### src/rtl/fetch_queue.sv
// fetch_queue: PC owner and instruction fetch FIFO between imem and decode.
// Redirects flush the queue and reload the PC; there is no bypass from imem to decode.
module fetch_queue #(
    parameter int          DWIDTH   = 32,
    parameter int          DEPTH    = 4,
    parameter logic [31:0] RESET_PC = 32'h0000_0000
) (
    input  logic                      clock,
    input  logic                      reset,
    output logic [31:0]               imem_addr,
    input  logic [DWIDTH-1:0]         imem_instr,
    output logic                      out_valid,
    input  logic                      out_ready,
    output logic [DWIDTH-1:0]         out_instr,
    output logic [31:0]               out_pc,
    input  logic                      redirect,
    input  logic [31:0]               redirect_pc,
    output logic [$clog2(DEPTH):0]    count
);
    localparam int AW = $clog2(DEPTH);
    localparam int CW = AW + 1;

    logic [31:0]        pc_q, pc_d;
    logic [AW-1:0]      rd_q, rd_d, wr_q, wr_d;
    logic [CW-1:0]      cnt_q, cnt_d;
    logic [DWIDTH+31:0] mem_q [DEPTH];
    logic               pop, push;

    assign pop       = (cnt_q != '0) & out_ready;
    assign push      = !redirect & ((cnt_q < CW'(DEPTH)) | pop);
    assign imem_addr = {2'b00, pc_q[31:2]};
    assign out_valid = cnt_q != '0;
    assign count     = cnt_q;
    // Head fields are forced to zero when empty since storage is never reset.
    assign out_pc    = out_valid ? mem_q[rd_q][DWIDTH+31:DWIDTH] : '0;
    assign out_instr = out_valid ? mem_q[rd_q][DWIDTH-1:0] : '0;

    always_comb begin
        pc_d  = redirect ? (redirect_pc & ~32'd3) : push ? pc_q + 32'd4 : pc_q;
        wr_d  = redirect ? '0 : push ? wr_q + AW'(1) : wr_q;
        rd_d  = redirect ? '0 : pop ? rd_q + AW'(1) : rd_q;
        cnt_d = redirect ? '0 : (push && !pop) ? cnt_q + CW'(1) : (pop && !push) ? cnt_q - CW'(1) : cnt_q;
    end

    always_ff @(posedge clock or posedge reset) begin
        if (reset) begin
            pc_q  <= RESET_PC;
            wr_q  <= '0;
            rd_q  <= '0;
            cnt_q <= '0;
        end else begin
            pc_q  <= pc_d;
            wr_q  <= wr_d;
            rd_q  <= rd_d;
            cnt_q <= cnt_d;
        end
    end

    always_ff @(posedge clock) begin
        if (push) mem_q[wr_q] <= {pc_q, imem_instr};
    end
endmodule
### config.mk
export PLATFORM = sky130hd
export DESIGN_NAME = fetch_queue
export DESIGN_NICKNAME = d
export VERILOG_FILES = /design/src/rtl/fetch_queue.sv
export SDC_FILE = /design/constraint.sdc
export NUM_CORES = 1
export LEC_CHECK = 0
export ABC_AREA = 1
export ABC_CLOCK_PERIOD_IN_PS = 9350
export CORE_MARGIN = 1
export CORE_UTILIZATION = 35
export DETAILED_ROUTE_END_ITERATION = 6
export SLEW_MARGIN = 25
export SYNTH_ARGS = -nofsm -noshare
export SYNTH_HDL_FRONTEND = slang
export SYNTH_SLANG_ARGS = --single-unit
### constraint.sdc
create_clock -name clock -period 9.35 [get_ports clock]
set_input_delay 0.935 -clock clock [delete_from_list [all_inputs] [get_ports clock]]
set_output_delay 0.935 -clock clock [all_outputs]
set_load 0.005 [all_outputs]
# Word level (Yosys, flattened, before mapping)
# Memory sizes are Yosys's and may differ from the RTL's.
# Cells that the tools add are included.
# Widths: inputs -> output; s select.
dict set report word_totals {
  in_bits 68
  memories 1
  ff_bits 39
  ram_bits 256
  out_inout_bits 100
  elab_cells 36
}
# memory depth word_bits read_ports rd_clocked_by_memory_dff wr line
set mem_list {}
lappend mem_list {mem_q 4 64 1 0 1 26} ;# logic [DWIDTH+31:0] mem_q [DEPTH];
dict set report classes {
  n_addsub 5
  n_lt_le_gt_ge 1
  n_reduce_logical 9
  bitwise 3
  muxes 13
}
# operator count
set ops {}
lappend ops {{$mux 32} 4}
lappend ops {{$add 32x3->32 const B} 1}
lappend ops {{$mux 3} 3}
lappend ops {{$mux 2} 4}
lappend ops {{$reduce_bool 3->1} 2}
lappend ops {{$add 2x1->2 const B} 2}
lappend ops {{$reduce_bool 2->1} 2}
lappend ops {{$add 3x1->3 const B} 1}
lappend ops {{$logic_not 1->1} 3}
lappend ops {{$lt 3x3->1 const B} 1}
lappend ops {{$sub 3x1->3 const B} 1}
lappend ops {{$and 1x1->1} 2}
lappend ops {{$logic_and 1x1->1} 2}
lappend ops {{$mux 1} 2}
lappend ops {{$or 1x1->1} 1}

# Depth between registers and ports, before layout
dict set report depth {
  depth_word 9
  ltp_mapped 10
  depth_no_buf 10
}

# Least setup slack after synthesis
# Ideal clock, no wire load.
dict set report synth_timing {
  path_kind {input to register}
  start {input port out_ready}
  end {memory mem_q[0][0] in the netlist's numbering, enable pin}
  required_ns 8.868
  setup_ns 0.482
  arrival_ns 3.968
  stages 5
  setup_slack_ns 4.900
  path_buffers 1
  cell_sequence {inv_1 -> nand2_2 -> nand2_2 -> buf_2 -> nor2_1}
}
dict set report synth_between {
  elab_chain_cells 5
}
# element line
set synth_lines {}
lappend synth_lines {{from (decl)} 13} ;# input logic out_ready,
lappend synth_lines {{$and 1x1->1} 29} ;# assign pop = (cnt_q != '0) & out_ready;
lappend synth_lines {{$or 1x1->1} 30} ;# assign push = !redirect & ((cnt_q < CW'(DEPTH)) | pop);
lappend synth_lines {{$and 1x1->1} 30}
lappend synth_lines {{$mux 1} 60} ;# if (push) mem_q[wr_q] <= {pc_q, imem_instr};
lappend synth_lines {{$mux 1 (not written as such)} 60}
lappend synth_lines {{to (decl)} 26}
# No other way between the ends.

# Final worst setup path
dict set report layout_timing {
  start {register rd_q[0]}
  end {output port out_pc[13]}
}
dict set report layout_between {
  elab_chain_cells 2
}
# element line
set layout_lines {}
lappend layout_lines {{from (decl)} 24} ;# logic [AW-1:0] rd_q, rd_d, wr_q, wr_d;
lappend layout_lines {{from (signal assigned)} 54} ;# rd_q <= rd_d;
lappend layout_lines {{$mem_v2 4x64} -}
lappend layout_lines {{$mux 32} 35} ;# assign out_pc = out_valid ? mem_q[rd_q][DWIDTH+31:DWIDTH] : '0;
lappend layout_lines {{to (decl)} 15} ;# output logic [31:0] out_pc,
# No other way between the ends.

==> results.tsv <==
metric	value	unit
firstDrtPassIters	5	
crit_type	flop to output pin	
cts_tree	done	
antenna_found_initial	0	
ys_ff_latch	285	
ios	168	
peakVddDrop	0.160	mV
reg2reg_slack	6.50	ns
cp-start-kind	flop	
fp-row-count	67	
num-nets-final	1315	
drt_wl_total	30.0	mm
cts_resized	0	
cts_hold_buffers	0	
crit_fanout	81	
ant_nets	0	
vias	8370	
viasPerCell	4.89	
hold_class	flop to flop	
finClkSkew	0.0283	ns
dp_hpwl	16.9	mm
yosys-top-cells-area	edfxtp_1, nor2_1, dfrtp_1	
end_kind	output pin	
ys.flop_type	edfxtp_1	
tightest_slew	0.970	ns
grt_pass1_wl	46.5	mm
path_clk_slew	0.06	ns
synth-edff-count	248	
layout-area-overhead-vs-synth	25.2	%
overflow	0	
cp-startpoint	rd_q[0]	
crit_required	8.42	ns
max_freq	0.220	GHz
gp_congestion	0.849	
setup_violations	0	
run_status	completed	
route.detailed.drc	0	
clock_path_buffers	3	
fin_cells	1712	
ys_seq_area_share	69.2	%
grt_pass1_vias	8095	
ctsHtreeMaxLevel	1	
async_flop_share	13.0	%
netlist_instances	1092	
drt_iter0_markers	570	
finalCritPeriodShare	48.5	%
io_buffers	161	
finalHoldViolations	0	
final.fill_count	3059	
yosysUniqueCellTypes	41	
avgRoutedWirePerCell	17.5	um
power_density	275	mW/mm^2
hold_end	wr_q[0]	
start_util	35.8	%
maxSlewViolCount	0	
cts_inserted_buffers	30	
clkLatencyLatePin	0.57	ns
cap_violations	0	
synth_top_cell_area_share	61.5	%
die_y	188	um
dieArea	0.0353	mm^2
grt_max_degree	87	
post_cts_buffers	0	
cts_sinks	285	
fin_tns_setup	0	ns
reg2reg_depth	4	
placed_cells	1657	
yosysTopAreaCell	edfxtp_1	
r2r_end	mem_q[0][11]	
die_w	188	um
cts_root_buffer	clkbuf_16	
ys.warnings.count	0	
min_from	wr_q[0]	
diodes	0	
p_leak	5.37	nW
whs_path_depth	1	
cp.arrival	3.60	ns
layout_min_cycle_time	4.54	ns
slew_headroom	35.3	%
avgSynthCellArea	11.1	um^2
track_usage	17.0	%
synth_area	0.0121	mm^2
core_area	0.0338	mm^2
rr_startpoint	count[2]	
rsz0062_at_grt	false	
layout-drive-gt1-share	7.04	%
==> cell type report <==
| class | instances | area, um^2 | area share [%] |
|---|---|---|---|
| Clock inverter | 12 | 171 | 1.13 |
| Inverter | 43 | 163 | 1.07 |
| Tap cell | 448 | 561 | 3.70 |
| Timing Repair Buffer | 173 | 1700 | 11.2 |
| Multi-Input combinational cell | 708 | 3330 | 22.0 |
| Sequential cell | 285 | 8380 | 55.3 |
| Clock buffer | 43 | 850 | 5.61 |
==> cell usage after synthesis (2+ instances only) <==
cell	instances
ha_1	5
buf_2	20
buf_4	7
o21ai_1	9
a22oi_1	15
nor2_1	291
xnor2_1	7
nand3_2	2
o311ai_0	2
nand2_2	6
nor2_4	7
nand2_1	113
a21oi_1	69
xor2_1	4
dfrtp_1	37
clkbuf_1	27
o211ai_1	2
edfxtp_1	248
nand2_4	2
nand3b_1	3
inv_1	40
nor2_2	5
buf_1	3
o21ai_0	132
nand3_1	20
==> state kept, by name, indices dropped and copies added, names as in the netlist <==
| register | cells |
|---|---|
| wr_q | 2 |
| mem_q | 248 |
| count | 3 |
| pc_q | 30 |
| rd_q | 2 |
==> through the flow <==
stage	worst slack (ns)	utilization (%)	hold WS, ns	power, W	cell area [um^2]
floorplan	4.90	-	0.514	0.00233	12100
global placement	4.88	41.8	0.537	0.00299	14100
detailed placement	4.88	41.8	0.556	0.00301	14100
CTS	4.70	44.8	0.557	0.00422	15200
global route	4.57	44.8	0.588	0.00440	15200
finish	4.81	44.8	0.555	0.00417	15200
==> per-layer routing <==
metal	track usage, %	wire length [um]
met5	0	0
met4	4.63	587
met3	2.58	1630
met2	28.4	14600
met1	23.1	13200
==> worst max path at each step <==
stage | endpoint | slack, ns | cells after the start
final | out_pc[13] | 4.81 | 5
after global routing | out_pc[12] | 4.57 | 5
after CTS | out_pc[12] | 4.70 | 5
after detailed placement | mem_q[0][40] | 4.88 | 6
after global placement | mem_q[3][4] | 4.88 | 6
after floorplan | mem_q[0][0] | 4.90 | 5
==> critical path: stages, from the launching register on <==
cell and delay, ns:
dfrtp_4 0.68, clkinv_2 0.50, buf_4 0.72, o21ai_0 0.23
a21oi_1 0.28, clkdlybuf4s50_1 0.55
==> placed cells by master, fill, tap and decap left out, types with 2 or more instances in the layout <==
cell type	netlist	routed
clkbuf_8	0	5
nor2_2	5	5
xor2_1	4	4
ha_1	5	5
xnor2_1	7	7
nand3_2	2	2
clkinv_2	1	4
o211ai_1	2	2
nand3b_1	3	3
a22oi_1	15	15
clkdlybuf4s50_1	0	161
conb_1	1	4
a21oi_1	69	69
clkbuf_1	27	8
inv_1	40	40
bufinv_16	0	4
o21ai_0	132	132
o311ai_0	2	2
o21ai_1	9	9
nor2_4	7	11
buf_4	7	12
clkbuf_16	0	30
dfrtp_1	37	35
edfxtp_1	248	248
nand2_2	6	6
nand2_4	2	2
nor2_1	291	287
nand2_1	113	113
clkinv_1	1	4
nand3_1	20	20
==> kinds of logic after synthesis <==
family	synth area share (%)
compound gates	10.1
xor+xnor	0.796
fa+ha+maj	0.682
buf+inv	3.67
flops	69.2
other cells	0.0310
simple gates	15.5
==> power breakdown <==
part	switching (W)	leakage [nW]	internal, W
Sequential	0.000132	2.73	0.00161
Clock	0.000467	0.499	0.000739
Combinational	0.000667	2.14	0.000549
No activity file was read; power rests on OpenSTA's default activity.
